--- config.mk ---
export PLATFORM = sky130hd
export DESIGN_NAME = microop_issue
export DESIGN_NICKNAME = d
export VERILOG_FILES = /design/src/rtl/microop_issue.sv
export SDC_FILE = /design/constraint.sdc
export NUM_CORES = 1
export LEC_CHECK = 0
export ABC_CLOCK_PERIOD_IN_PS = 2220
export CAP_MARGIN = 0
export CORE_MARGIN = 3
export CORE_UTILIZATION = 40
export CTS_CLUSTER_DIAMETER = 30
export DETAILED_ROUTE_END_ITERATION = 10
export PLACE_DENSITY_LB_ADDON = 0.25
export SLEW_MARGIN = 20
export SYNTH_ARGS = -nofsm -noshare
export SYNTH_HDL_FRONTEND = slang
export SYNTH_SLANG_ARGS = --single-unit
--- constraint.sdc ---
create_clock -name clk -period 2.22 [get_ports clk]
set_input_delay 0.444 -clock clk [delete_from_list [all_inputs] [get_ports clk]]
set_output_delay 0.444 -clock clk [all_outputs]
set_load 0.02 [all_outputs]
--- src/rtl/microop_issue.sv ---
// microop_issue
// Sequencing stage feeding a 4-bit logic micro-op unit. Incoming commands are
// buffered in a DEPTH-entry FIFO and issued one at a time; the accumulator
// drives the unit's x operand, the command data drives y, and the unit's
// combinational result d is written back into the accumulator and offered on
// a valid/ready result port.
//
// Ports:
//   clk, rst                 clock (rising edge), async active-high reset
//   cmd_valid/cmd_ready      command handshake (cmd_ready = FIFO not full)
//   cmd_op, cmd_load, cmd_data  command fields {s1,s0}, load flag, operand
//   x, y, s0, s1             operands/select to the logic unit (registered)
//   d                        combinational result from the logic unit
//   res_valid/res_ready      result handshake
//   res_data                 result value
//   acc                      accumulator
//   busy                     FSM active or FIFO non-empty
module microop_issue #(
  parameter int unsigned DEPTH = 2
) (
  input  logic       clk,
  input  logic       rst,
  input  logic       cmd_valid,
  output logic       cmd_ready,
  input  logic [1:0] cmd_op,
  input  logic       cmd_load,
  input  logic [3:0] cmd_data,
  output logic [3:0] x,
  output logic [3:0] y,
  output logic       s0,
  output logic       s1,
  input  logic [3:0] d,
  output logic       res_valid,
  input  logic       res_ready,
  output logic [3:0] res_data,
  output logic [3:0] acc,
  output logic       busy
);

  localparam int unsigned AW = $clog2(DEPTH);

  typedef enum logic [1:0] {
    IDLE,
    EXEC,
    WAIT
  } state_t;

  state_t      state;
  logic [6:0]  mem [DEPTH];
  logic [AW:0] wr_ptr;
  logic [AW:0] rd_ptr;
  logic        full;
  logic        empty;
  logic        push;
  logic        pop;
  logic [6:0]  rd_entry;

  logic        iss_load;
  logic [1:0]  iss_op;
  logic [3:0]  iss_data;

  // Pointers carry one extra wrap bit: equal pointers mean empty, equal
  // indices with differing wrap bits mean full.
  assign empty    = (wr_ptr == rd_ptr);
  assign full     = (wr_ptr[AW] != rd_ptr[AW]) &&
                    (wr_ptr[AW-1:0] == rd_ptr[AW-1:0]);
  assign cmd_ready = !full;
  assign push     = cmd_valid && !full;
  assign pop      = !empty && ((state == IDLE) || ((state == WAIT) && res_ready));
  assign rd_entry = mem[rd_ptr[AW-1:0]];

  assign x    = acc;
  assign y    = iss_data;
  assign s1   = iss_op[1];
  assign s0   = iss_op[0];
  assign busy = (state != IDLE) || !empty;

  // Storage needs no reset: an entry is only read after it has been written.
  always_ff @(posedge clk) begin
    if (push) begin
      mem[wr_ptr[AW-1:0]] <= {cmd_load, cmd_op, cmd_data};
    end
  end

  always_ff @(posedge clk or posedge rst) begin
    if (rst) begin
      wr_ptr    <= '0;
      rd_ptr    <= '0;
      state     <= IDLE;
      iss_load  <= 1'b0;
      iss_op    <= '0;
      iss_data  <= '0;
      acc       <= '0;
      res_data  <= '0;
      res_valid <= 1'b0;
    end else begin
      if (push) begin
        wr_ptr <= wr_ptr + 1'b1;
      end
      if (pop) begin
        rd_ptr <= rd_ptr + 1'b1;
        {iss_load, iss_op, iss_data} <= rd_entry;
      end

      case (state)
        IDLE: begin
          if (pop) begin
            state <= EXEC;
          end
        end
        EXEC: begin
          acc       <= iss_load ? iss_data : d;
          res_data  <= iss_load ? iss_data : d;
          res_valid <= 1'b1;
          state     <= WAIT;
        end
        WAIT: begin
          if (res_ready) begin
            res_valid <= 1'b0;
            state     <= empty ? IDLE : EXEC;
          end
        end
        default: begin
          state <= IDLE;
        end
      endcase
    end
  end

endmodule

Word-level counts from Yosys, hierarchy flattened. Memory sizes are Yosys's and may differ from the RTL's. A register that Yosys moved wholly into a read port is not among the register bits. Cells that the tools add are included.

Flip-flop bits (word level): 11. Memory bits (writable): 14. Input port bits: 15. Logic and storage cells: 37. Memories kept: 1.

Memories: mem (words 2, bits a word 7, read ports 1, clocked after Yosys merged registers in 1, wr ports 1, line 49) `logic [6:0] mem [DEPTH];`.

Add/subtract/negate cells: 2. Equal/unequal tests: 7. Mux-type cells: 9. Reductions and logical operators: 13.

Operator list (number): case mux 2 bit (3 select lines) (1); adder 2 x 1 -> 2 bit (second input constant) (2); logical AND 1 bit (4); 2-to-1 mux 1 bit (4); 2-to-1 mux 2 bit (2); 2-to-1 mux 4 bit (1); inequality test 2 bit (second input constant) (2); AND reduction 2 bit (2); nonzero test 2 bit (2); equality test 2 x 1 -> 1 bit (second input constant) (1); equality test 2 bit (1); equality test 2 bit (second input constant) (1); logical NOT 1 bit (2); logical NOT 2 bit (1); logical OR 1 bit (2); case mux 1 bit (2 select lines) (1); equality test 1 bit (1); inequality test 1 bit (1).

Logic depth before layout (Yosys ltp). Gate-level depths: netlist of the first run.

Depth after elaboration: 6. Mapped depth: 4. Mapped depth without buffers: 3.

Least setup slack after synthesis of the first run. Ideal clock, no wire load.

Kind: register -> register. Start: register rd_ptr[1]. End: memory mem[0][0] (enable). Setup time: 0.360 ns. Arrival: 1.361 ns. Setup slack: 0.499 ns. Stages on the path, launching flop included: 4. Path buffers: 0. Period minus slack after synthesis: 1.721 ns. Cells stage by stage: dfrtp_1 > xnor2_1 > o21ai_0 > nor2_1.

Cells in the longest elaborated chain, start to end: 6.

Ends and longest elaborated chain: start, declared (line 51) `logic [AW:0] rd_ptr;`; start signal, assigned (line 101) `rd_ptr <= rd_ptr + 1'b1;`; inequality test 1 bit (line 65) `assign full = (wr_ptr[AW] != rd_ptr[AW]) &&`; logical AND 1 bit (line 65); logical NOT 1 bit (line 68) `assign push = cmd_valid && !full;`; logical AND 1 bit (line 68); 2-to-1 mux 1 bit (line 80) `if (push) begin`; 2-to-1 mux 1 bit (not written as such) (line 81) `mem[wr_ptr[AW-1:0]] <= {cmd_load, cmd_op, cmd_data};`; end, declared (line 49).

Every way passes these cells.

Final worst setup path of the first run.
Start: register wr_ptr[0]. End: output cmd_ready.

Cells in the longest elaborated chain, start to end: 3.

Ends and longest elaborated chain: start, declared (line 50) `logic [AW:0] wr_ptr;`; start signal, assigned (line 98) `wr_ptr <= wr_ptr + 1'b1;`; equality test 1 bit (line 66) `(wr_ptr[AW-1:0] == rd_ptr[AW-1:0]);`; logical AND 1 bit (line 65); logical NOT 1 bit (line 67) `assign cmd_ready = !full;`; end, declared (line 24) `output logic cmd_ready,`.

Every way passes these cells.

==> results of run 1 <==
==> worst paths after layout <==
check                                       from                     to  slack (ns)  depth (start not counted)
max                        wr_ptr[0]$_DFFE_PP0N_              cmd_ready        0.23                          3
max reg2reg                wr_ptr[0]$_DFFE_PP0N_   iss_load$_DFFE_PP0P_        0.43                          4
min reg2reg                res_valid$_DFFE_PP0P_  res_valid$_DFFE_PP0P_        0.52                          2
max in group asynchronous                    rst  wr_ptr[0]$_DFFE_PP0N_        1.24                          2
min                                          rst  res_valid$_DFFE_PP0P_        0.52                          2
min in group clk           res_valid$_DFFE_PP0P_  res_valid$_DFFE_PP0P_        0.52                          2
==> through the flow <==
stage / utilization / setup WS [ns]
after CTS: 0.563 / 0.0775
after global placement: 0.543 / 0.233
final: 0.563 / 0.225
after detailed placement: 0.543 / 0.180
after floorplan: - / 0.499
after global routing: 0.563 / 0.117
==> cell type report <==
cell class,count,area (sq um),share of cell area
multi-input combinational,46,403,0.227
inverter,5,18.8,0.0106
clock buffer,6,41.3,0.0232
timing repair buffer,39,382,0.215
sequential,32,872,0.491
tap,44,55.1,0.0310
clock inverter,1,5.00,0.00282
==> cell usage in the layout (no fill, tap or decap) <==
cell / Yosys / layout
sky130_fd_sc_hd__dlygate4sd2_1: 0 / 1
sky130_fd_sc_hd__clkbuf_4: 0 / 5
sky130_fd_sc_hd__clkbuf_1: 2 / 1
sky130_fd_sc_hd__dfrtp_1: 18 / 17
sky130_fd_sc_hd__or2b_1: 1 / 1
sky130_fd_sc_hd__xnor2_1: 4 / 3
sky130_fd_sc_hd__dfrtp_2: 0 / 1
sky130_fd_sc_hd__a2bb2oi_1: 1 / 1
sky130_fd_sc_hd__nand2_1: 4 / 4
sky130_fd_sc_hd__inv_1: 5 / 5
sky130_fd_sc_hd__a2111oi_0: 1 / 1
sky130_fd_sc_hd__xor2_1: 2 / 2
sky130_fd_sc_hd__nor2_1: 2 / 2
sky130_fd_sc_hd__mux2i_1: 4 / 4
sky130_fd_sc_hd__dlymetal6s2s_1: 0 / 1
sky130_fd_sc_hd__nand3_1: 1 / 1
sky130_fd_sc_hd__a211oi_4: 1 / 1
sky130_fd_sc_hd__nor2b_1: 1 / 1
sky130_fd_sc_hd__buf_4: 9 / 4
sky130_fd_sc_hd__clkdlybuf4s50_1: 0 / 33
sky130_fd_sc_hd__o21ai_0: 6 / 6
sky130_fd_sc_hd__xnor2_2: 1 / 2
sky130_fd_sc_hd__mux2_2: 14 / 14
sky130_fd_sc_hd__o211ai_1: 1 / 1
sky130_fd_sc_hd__edfxtp_1: 14 / 14
sky130_fd_sc_hd__clkinv_2: 0 / 1
sky130_fd_sc_hd__nand2b_1: 2 / 2
==> critical path: stages (launching register included) <==
cell                            delay, ns
sky130_fd_sc_hd__dfrtp_2             0.47
sky130_fd_sc_hd__xnor2_2             0.21
sky130_fd_sc_hd__or2b_1              0.23
sky130_fd_sc_hd__dlygate4sd2_1       0.31
==> synth_stat cells <==
library cell	n	area [sq um]
sky130_fd_sc_hd__dfrtp_1	18	450
sky130_fd_sc_hd__nor2_1	2	7.51
sky130_fd_sc_hd__buf_6	1	11.3
sky130_fd_sc_hd__o21ai_0	6	30.0
sky130_fd_sc_hd__nor2b_1	1	6.26
sky130_fd_sc_hd__clkbuf_1	2	7.51
sky130_fd_sc_hd__xnor2_2	1	16.3
sky130_fd_sc_hd__edfxtp_1	14	420
sky130_fd_sc_hd__a2111oi_0	1	8.76
sky130_fd_sc_hd__xnor2_1	4	35.0
sky130_fd_sc_hd__or2b_1	1	7.51
sky130_fd_sc_hd__a211oi_4	1	20.0
sky130_fd_sc_hd__buf_4	9	67.6
sky130_fd_sc_hd__nand2b_1	2	12.5
sky130_fd_sc_hd__inv_1	5	18.8
sky130_fd_sc_hd__a2bb2oi_1	1	8.76
sky130_fd_sc_hd__nand2_1	4	15.0
sky130_fd_sc_hd__xor2_1	2	17.5
sky130_fd_sc_hd__mux2i_1	4	40.0
sky130_fd_sc_hd__o211ai_1	1	7.51
sky130_fd_sc_hd__mux2_2	14	158
sky130_fd_sc_hd__nand3_1	1	5.00
==> registers in the layout, indices dropped and copies added (netlist names) <==
name,flops
iss_op,2
state,2
y,4
iss_load,1
rd_ptr,2
acc,4
wr_ptr,2
mem,14
res_valid,1
==> routing by layer <==
| layer | wire length [um] | GRT usage |
|---|---|---|
| met5 | 0 | 0 |
| met4 | 10 | 0.0396 |
| met3 | 199 | 0.0572 |
| met2 | 1080 | 0.201 |
| met1 | 947 | 0.148 |
==> repair_timing <==
item / in CTS / in global routing
buffers inserted: 1 / 0
resized for setup: 3 / 1
endpoints found under the setup margin: 2 / 1
cloned: 0 / 0
pin swaps: 1 / 0
==> power by group <==
group / internal (mW) / switching (mW) / leakage (nW)
clock: 0.116 / 0.171 / 0.0281
combinational: 0.804 / 0.720 / 0.339
sequential: 0.886 / 0.184 / 0.342
total: 1.81 / 1.07 / 0.709
==> cells by family (layout without fill, tap and decap cells) <==
family          count (synthesis)  after routing  share of synthesized area
xor+xnor                        7              7                     0.0502
compound gates                 10             10                     0.0548
mux                            18             18                      0.144
flops                          32             32                      0.635
simple gates                   11             11                     0.0392
buf+inv                        17             51                     0.0766
==> out/results.txt, run 1 <==
For the worst setup path, the data arrival time is 1.55 ns. The starting density of the core was 0.435; the count of final setup violators was 0. The floorplan step set the die height to 64.6 um. The initial antenna violation count is 0.

The die area came out at 4170 sq um. The net count after synthesis was 110. Post-place instance area: 1710 sq um.

For the number of buffers inserted during clock tree synthesis, the log shows 5. The antenna diode instance count was 0; the number of warnings printed during yosys synthesis was 0. After detailed routing, the number of remaining DRC violations is 0. The run finished with clean final reports. Summed over all failing endpoints, the final setup total negative slack is 0 ns.

The all-layer global routing usage was 0.124; the average routed wire per standard cell was 12.9 um. The area growth from synthesis to layout was 29.6%. The clock sink total came out at 32.

The congestion estimate from routability-driven global placement came to 0.653. TritonCTS built the clock tree. The maximum number of pins on one net before global-route repair is 19, and the via count of the first global-routing pass is 829.

The maximum resistive drop on vdd is 535 uV. After filler insertion, the fill cell instance count of the layout stands at 288. The slew at the pin closest to its max-slew limit was 0.656 ns; the worst-case clock buffer depth was 2. The number of levels in the clock H-tree was 2.

For this run, the detailed router's first-pass iteration total came to 3. The logs give 0 for the count of max-cap constraint violations and 20 for the floorplan row count. The placed wire-length estimate came out at 1680 um. The clock skew came out at 0.00821 ns.

Sort of element at the start of the critical path: a register. The proportion of layout cells with a drive suffix above 1 is 0.217, and the time the worst path needs with I/O delays and setup is 1.99 ns. Excluding fillers, the count of instances in the completed layout stands at 173. The post-detailed-route via-to-cell ratio is 4.55, and the final global-route overflow total is 0.

For this design, the CTS-stage hold fixing added 0 buffers. STA classifies the critical path endpoint as an output pin. The netlist area before placement was 1370 sq um; the final-layout worst hold slack was 0.522 ns. The later pin in the worst-skew pair is clocked with a latency of 0.31 ns. Timing would allow up to 501 MHz.

Across all layers, the routed design uses 787 vias. After clock tree synthesis, the clock-pin slew on the worst setup and hold paths is 0.09 ns. For the sequential area share after synthesis, the log shows 0.635.

The synthesized netlist contains 22 unique library cells. The class of the tightest hold or removal check is input pin to async pin. After detailed routing, the total wire length is 2240 um.

The number of nets in the final layout is 144. By startpoint and endpoint, the worst setup path is classified as register to output pin. The post-route fraction of the period consumed by the critical path was 0.898. The horizontal extent of the die was 64.6 um; the number of endpoints with negative hold slack in the final report was 0.

The leakage power is 0.709 nW, and the mean instance size in the synthesized netlist is 14.4 sq um. The number of register bits inferred by synthesis was 32; the first-pass GRT wire length was 3890 um. The region available for standard cell placement spans 3150 sq um. The tools report the count of mapped cells out of synthesis as 95.

The count of buffers added on input and output ports is 35. The finished cells cover 1780 sq um. The power consumption is 2.88 mW, and the data required time of the critical path is 1.78 ns.

Setup repair after global routing left no endpoint under its margin. The number of design-rule violations left by the first detailed-router iteration is 27, and the power per standard cell area is 1620 nW/um^2. The highest net fanout along the worst path works out to 6.

Pin placement for this block handled 36 I/O pins. Including well taps, the total number of placed cells is 165. The final count of pins violating max slew was 0. In this run the clock root is driven by a sky130_fd_sc_hd__clkbuf_4.

For the number of routed nets with antenna violations, the log shows 0. For the remaining max-slew budget at the tightest pin, the log shows 0.562.
(Power assumes the default switching activity.)
==> run 2, diff against run 1 <==
Settings changed: ABC_CLOCK_PERIOD_IN_PS 2220 to 1730.
Clock period 2.22 ns to 1.73 ns, I/O delays scaled along.
==> out/results.txt, run 2 (synthesis results as in run 1) <==
The layout has 285 filler cells. The number of endpoints with negative hold slack in the final report was 0; the final count of pins violating max slew was 0. The floorplan row count is 20. Counting every sink on the clock net gives 32.

The average routed wire per standard cell was 13.0 um. Number of routed nets with antenna violations: 0. The logs give 1700 um for the placed wire-length estimate and 39 for the number of design-rule violations left by the first detailed-router iteration. The endpoint identified for the worst register-to-register timing path is y[0]$_DFFE_PP0P_. The analysis attributes to cell leakage a power of 0.812 nW.

The post-detailed-route via-to-cell ratio was 4.59; the detailed-router iteration count before antenna repair was 4. The via count of the first global-routing pass is 853, and the proportion of layout cells with a drive suffix above 1 is 0.270. The run gives 0.0438 ns as the final worst setup slack.

The flip-flop count of the largest register, all copies and words added works out to 14. The slew at the pin closest to its max-slew limit was 0.634 ns. After detailed routing, the total wire length is 2350 um. The highest net fanout along the worst path came out at 3.

Uppermost layer routed: met4. Across the run, the number of max-cap violations was 0. The first global-routing pass estimated 3850 um of wire.

For this run, design rule violations remaining after detail routing come to 0. 0 antenna diodes ended up in the layout. In this run the power density over the cells is 2150 nW/um^2. The horizontal extent of the die works out to 64.6 um.

The critical path is of the register to output pin type. The count of final setup violators is 0, and the clock latency at the later pin of the worst-skew pair is 0.32 ns. For the wire length on met3, the log shows 182 um. Data on the critical path arrives at its endpoint at 1.34 ns.

For this block, wires on met1 add up to 989 um. The all-layer global routing usage was 0.121. The port buffer count is 35, and the post-layout utilization of the core is 0.591. Reg2reg setup slack: 0.05 ns.

After global routing the overflow that remains totals 0. The initial antenna violation count came out at 0. The worst path needs 1.69 ns of the cycle, external delays included.

Clock transition at the registers of the reported paths: 0.10 ns. Clock tree synthesis selected as its root buffer the cell sky130_fd_sc_hd__clkbuf_4. The detailed router placed 830 vias in this run. For the starting density of the core, the log shows 0.435.

Sort of element at the start of the critical path: a register. Number of buffers inserted during clock tree synthesis: 5. Setup repair after global routing could not meet its margin everywhere.

The tools report the worst-case clock buffer depth as 2. For the final RePlAce weighted congestion, the log shows 0.723. The post-route fraction of the period consumed by the critical path is 0.975, and the area of the multi-input gates is 422 sq um.

The maximum number of pins on one net before global-route repair is 19, and the sum of met2 wire segment lengths after detailed routing is 1160 um. The run finished with clean final reports. The H-tree generated during clock tree synthesis spans 2 levels. Kind of end point of the critical path: an output pin. The launch point of the worst reg-to-reg path is wr_ptr[0]$_DFFE_PP0N_.

The depth of the worst register-to-register path is 6, and the area growth from synthesis to layout is 35.9%. The number of nets in the final layout was 151. The commonest non-fill, non-tap cell in the layout is sky130_fd_sc_hd__clkdlybuf4s50_1. The remaining max-slew budget at the tightest pin is 0.566, and the count of pins on the block boundary is 36.

The logs give 3150 sq um for the core box area and 593 MHz for the maximum achievable frequency. The die covers 4170 sq um. The tightest hold path in the finished design has a slack of 0.337 ns.

The library cells used most frequently in the layout, excluding fill and tap cells, are sky130_fd_sc_hd__clkdlybuf4s50_1, sky130_fd_sc_hd__dfrtp_1, sky130_fd_sc_hd__edfxtp_1. The power consumption is 4.01 mW, and the die height is 64.6 um. The min-delay analysis places its worst path in the category input pin to async pin.

TritonCTS built the clock tree. For the maximum resistive drop on vdd, the log shows 810 uV. The run gives 1.38 ns as the data required time of the critical path. On the final layout, the worst clock skew is 0.00743 ns. Across the whole layout, storage elements account for 871 sq um. The run gives -0.0511 ns as the worst slack at placement.
run 2: layout make-up:
cell class | instances | area share
clock inverter | 3 | 0.00738
clock buffer | 5 | 0.0201
tap | 44 | 0.0295
timing repair buffer | 46 | 0.240
sequential | 32 | 0.467
multi-input combinational | 46 | 0.226
inverter | 5 | 0.0101
run 2: per-stage QoR:
step	area, sq um	TNS (ns)	cells
final	1860	0	181
after global routing	1860	-0.108	181
after CTS	1820	0	180
after detailed placement	1750	-0.373	170
after global placement	1750	-0.344	170
after floorplan	1370	0	95
run 2: worst max-delay path by stage:
stage,cells after the start,to,start,slack [ns]
finish,3,cmd_ready,wr_ptr[0]$_DFFE_PP0N_,0.04
global route,5,rd_ptr[1]$_DFFE_PP0P_,rd_ptr[0]$_DFFE_PP0P_,-0.04
CTS,3,busy,wr_ptr[1]$_DFFE_PP0N_,0.002
detailed placement,5,y[3]$_DFFE_PP0P_,res_ready,-0.05
global placement,5,y[3]$_DFFE_PP0P_,res_ready,-0.05
floorplan,3,mem[0][0]$_DFFE_PP_,rd_ptr[1]$_DFFE_PP0P_,0.009
run 2: what timing repair did:
item | CTS | global route
pin swaps | 2 | 1
hold buffers | 0 | 0
setup endpoints to repair | 2 | 11
buffers inserted | 2 | 1
gates resized for setup | 7 | 14
run 2: critical path, cell delays in order, from the launching register on:
cell and delay (ns):
sky130_fd_sc_hd__dfrtp_1 0.42, sky130_fd_sc_hd__xnor2_2 0.20, sky130_fd_sc_hd__or2b_1 0.26, sky130_fd_sc_hd__buf_6 0.13
run 2: power breakdown:
part / internal, mW / leakage (nW) / switching [mW]
Sequential: 1.13 / 0.343 / 0.226
Clock: 0.149 / 0.0324 / 0.235
Combinational: 1.26 / 0.437 / 1.01
Total: 2.54 / 0.812 / 1.47
run 2: metal layers:
layer	vias to the layer above	GRT usage
li1	406	-
met1	389	0.146
met2	32	0.197
met3	3	0.0451
met4	0	0.0449
met5	-	0
==> RTL edit 1: new RTL, settings of run 1 <==
Reset style: synchronous (`rst`), changed in one clocked block. Comments in the files are not updated.
--- a/src/rtl/microop_issue.sv
+++ b/src/rtl/microop_issue.sv
@@ -82,7 +82,7 @@
     end
   end
 
-  always_ff @(posedge clk or posedge rst) begin
+  always_ff @(posedge clk) begin
     if (rst) begin
       wr_ptr    <= '0;
       rd_ptr    <= '0;
Behaviour: differs if rst is asserted again (counterexample within 4 cycles, from zero or initial values and one cycle with rst high); with rst held inactive, the same outputs for 10 cycles.
==> RTL edit 1 against run 1 <==
  * Design area rose by 1.3%
  * Clock power grew 6%
  * Sequential cell count did not move
  * Final cell count increased by 15%
  * Worst setup slack got worse by 0.070 ns
  * Count of clock-buffer cells in the layout is 1 higher
  * Core utilization shrank 0.14 points
  * Largest power group unchanged
  * Critical path type unchanged
  * Worst hold slack better by 0.0037 ns
  * Power down 18%
  * Wire length up 5.7%
  * Critical endpoint unchanged
  * Area after synthesis increased by 2.3%
  * Sequential power fell by 13%
  * Via count is 17% higher
==> RTL edit 1: results (changes against run 1) <==
[run_status]
status = finished clean

[power]
seq-power_mw = 0.931  ; -13%
leakage_nw = 0.661  ; -6.8%
vdd_drop_max_mv = 0.486  ; -9.0%
powerClk_mw = 0.303  ; +6%
power.density_nw_per_um2 = 1310  ; -19%

[yosys]
ys_top_cells_by_count = 20 x nor2_1, 18 x dfxtp_1, 14 x edfxtp_1
synth-compound-area-share = 0.0553  ; +0.000563
yosysUniqueCellTypes = 23  ; +4.5%
synth_xor_area_frac = 0.0187  ; -0.0314
async_flop_share = 0  ; -0.563
synth_ff_type = dfxtp_1
yosys.area.top_type = edfxtp_1
seq_area_frac_synth = 0.557  ; -0.0784
synth_cells = 124  ; +31%
muxShareOfSynthArea = 0.167  ; +0.0227

[route]
wl_met2_um = 1090  ; +1.2%
drt_iter0_drc = 41  ; +52%
wirelength_met1_um = 1060  ; +12%
avgRoutedWirePerCell_um = 11.9  ; -8.1%
wl_met3_um = 183  ; -8.0%
drt-vias-per-instance = 4.64  ; +2.0%
firstDrtPassIters = 4  ; +1

[grt]
grt_use_total = 0.120  ; -0.00457
grt_pass1_vias = 869  ; +4.8%
grt_pass1_wl_um = 3880  ; -0.36%
grt.met2_usage = 0.182  ; -0.0190
grt_util_met1 = 0.150  ; +0.00244
met3_usage = 0.0462  ; -0.0110
grt_max_degree = 30  ; +11

[critical_path]
cp.arrival_ns = 1.62  ; +0.07 ns
r2r-end = rd_ptr[1]$_SDFFE_PP0P_
cpPeakStageDelay_ns = 0.54  ; +0.07 ns
r2r_slack_ns = 0.56  ; +0.13 ns
crit_family = buffers and inverters
cpMaxStageDelayCell = clkdlybuf4s50_1
critPathLaunch = rd_ptr[1]$_SDFFE_PP0P_
worstPathMaxFanout = 4  ; -2
reg2reg_from = rd_ptr[0]$_SDFFE_PP0P_

[timing]
worstMarginPinSlew_ns = 0.504  ; -0.152 ns
finClkSkew_ns = 0.0111  ; +0.00289 ns
period_needed_ns = 2.07  ; +0.0705 ns
whs_ns = 0.526  ; +0.00365 ns

[layout]
instances_no_fill = 199  ; +15%
nets = 169  ; +17%
drive_gt1_frac = 0.142  ; -0.0751

[clock_tree]
post_cts_resized = 0  ; -3
post-cts-setup-buffers = 0  ; -1

[placed_design]
gp_congestion = 0.667  ; +2.1%
preCtsSetupSlack_ns = 0.295  ; +0.116 ns
place_area_sq_um = 1740  ; +1.3%
detailed_place_hpwl_um = 1660  ; -1.0%

[RTL edit 1: cell count changes in the layout (fill, tap and decap cells not counted), sizes merged, moves of 3 or more]
| cell | change |
|---|---|
| a211oi | +4 |
| a21oi | +3 |
| dfrtp | -18 |
| dfxtp | +18 |
| mux2 | -3 |
| mux2i | +7 |
| nor2 | +18 |
| nor2b | +11 |
| o21ai | -6 |
| xnor2 | -3 |
[RTL edit 1: cell type report]
type | instances | area (sq um)
Clock inverter | 1 | 5.00
Fill cell | 302 | 1400
Multi-Input combinational cell | 74 | 531
Inverter | 3 | 11.3
Tap cell | 44 | 55.1
Clock buffer | 7 | 45.0
Sequential cell | 32 | 781
Timing Repair Buffer | 38 | 373
[RTL edit 1: worst min-delay path: cells and delay by family, from the launching register on]
| kind | cells | cell delay [ns] |
|---|---|---|
| DFF | 1 | 0.33 |
| and+or+nand+nor | 2 | 0.16 |
==> RTL edit 2: new RTL, config.mk and constraints of run 1 <==
Made on the original files. Set the parameter `DEPTH` to 4 (it was 2).
--- a/src/rtl/microop_issue.sv
+++ b/src/rtl/microop_issue.sv
@@ -16,7 +16,7 @@
 //   acc                      accumulator
 //   busy                     FSM active or FIFO non-empty
 module microop_issue #(
-  parameter int unsigned DEPTH = 2
+  parameter int unsigned DEPTH = 4
 ) (
   input  logic       clk,
   input  logic       rst,
Check against the original RTL: not equivalent (a bounded check fails within 4 cycles, from zero or initial values and one cycle with rst high).
==> RTL edit 2 against run 1 <==
  * Sequential power rose by 41%
  * Wire length rose by 56%
  * Maximum frequency fell by 5.2%
  * Worst hold slack got worse by 0.052 ns
  * Design area rose by 42%
  * Worst setup slack got worse by 0.11 ns
  * Synthesized cell count rose by 28%
  * Power rose by 30%
  * Global-route usage rose by 0.45 points
  * Sequential cell count rose by 16
  * Area after synthesis rose by 49%
  * Critical path type unchanged
==> RTL edit 2: results (changes against run 1) <==
[grt]
grt_max_degree = 21  ; +2
grt_util_met1 = 0.142  ; -0.00547
met3_usage = 0.0476  ; -0.00963
grt_pass1_wl_um = 5710  ; +47%
grt_pass1_vias = 1124  ; +36%
grt.met2_usage = 0.221  ; +0.0200
grt_use_total = 0.129  ; +0.00455

[power]
power.density_nw_per_um2 = 1480  ; -8.9%
pg_comb_mw = 1.68  ; +11%
seqPwrFrac = 0.404  ; +0.033
p_int_mw = 2.44  ; +35%
leakage_nw = 0.991  ; +40%

[layout]
largest_reg_flops = 28  ; +14
n_fill_cell = 436  ; +51%
nets = 175  ; +22%
drive_gt1_frac = 0.154  ; -0.0632

[critical_path]
worstPathMaxFanout = 5  ; -1
r2r-end = mem[0][0]$_DFFE_PP_
reg2reg_depth = 3  ; -1
crit_family = buffers and inverters
r2r_slack_ns = 0.49  ; +0.06 ns
reg2reg_from = wr_ptr[2]$_DFFE_PP0N_
cpMaxStageDelayCell = clkdlybuf4s50_1
cpPeakStageDelay_ns = 0.60  ; +0.13 ns

[timing]
finClkSkew_ns = 0.00677  ; -0.00144 ns
worstMarginPinSlew_ns = 0.479  ; -0.177 ns
whs_ns = 0.471  ; -0.0518 ns

[route]
wl_met3_um = 235  ; +18%
wirelength_met1_um = 1420  ; +49%
drt_iter0_drc = 32  ; +19%
avgRoutedWirePerCell_um = 15.6  ; +21%
drt-vias-per-instance = 4.86  ; +6.9%

[yosys]
syn_nets = 142  ; +29%
synth_ff_type = edfxtp_1
seq_area_frac_synth = 0.657  ; +0.0222
async_flop_share = 0.417  ; -0.146
ys_top_cells_by_count = 28 x edfxtp_1, 20 x dfrtp_1, 9 x buf_4, 9 x mux2_2
synth_area_leaders = edfxtp_1 41%, dfrtp_1 25%, mux4_1 9.0%
synth_edf_count = 28  ; +14
syn_avg_cell_area_sq_um = 16.7  ; +16%

[placed_design]
gp_congestion = 0.744  ; +14%
detailed_place_hpwl_um = 2390  ; +43%
dp.cells = 215  ; +30%
preCtsSetupSlack_ns = 0.233  ; +0.0529 ns
place_area_sq_um = 2410  ; +41%

[clock_tree]
clockRootBuffer = clkbuf_8

[run_status]
status = finished clean

[RTL edit 2: cell types whose count changed after synthesis, moves of 2 or more]
cell	run 1	this run
ha_1	0	5
mux2_2	14	9
edfxtp_1	14	28
mux4_1	0	7
and3_1	0	4
nand2_1	4	7
dfrtp_1	18	20
a21oi_1	0	2
[RTL edit 2: area by class of cell]
cell class	instances	area [sq um]	share of cell area
Sequential cell	48	1340	0.530
Multi-Input combinational cell	57	609	0.241
Timing Repair Buffer	39	379	0.150
Clock buffer	8	100	0.0396
Tap cell	67	83.8	0.0332
Inverter	4	15.0	0.00594
[RTL edit 2: worst max path at each step]
stage,from,end,slack (ns),cells after the start
after detailed placement,res_ready,y[1]$_DFFE_PP0P_,0.23,5
final,wr_ptr[0]$_DFFE_PP0N_,busy,0.12,3
after CTS,wr_ptr[0]$_DFFE_PP0N_,busy,0.03,3
after floorplan,rd_ptr[1]$_DFFE_PP0P_,wr_ptr[2]$_DFFE_PP0N_,0.47,5
after global routing,wr_ptr[0]$_DFFE_PP0N_,busy,0.005,3
after global placement,res_ready,y[2]$_DFFE_PP0P_,0.27,5
[RTL edit 2: repair_timing]
item                                    CTS  global route
gates resized for setup                   1             3
hold endpoints to repair                  0             0
endpoints found under the setup margin    1             1
setup buffers                             0             0
[RTL edit 2: worst reg2reg max path, stage by stage (launching register included)]
cell	delay [ns]
dfrtp_1	0.43
xnor2_2	0.22
nand3b_1	0.22
and3_1	0.49
[RTL edit 2: logic make-up after synthesis]
family                     Yosys count  share of synthesized area
DFF                                 48                      0.657
and+or+nand+nor                     17                     0.0429
AOI/OAI and AO/OA                    8                     0.0245
xor gates and xnor gates             7                     0.0300
buffers and inverters               17                     0.0552
adders and majority gates            5                     0.0307
muxes                               20                      0.159
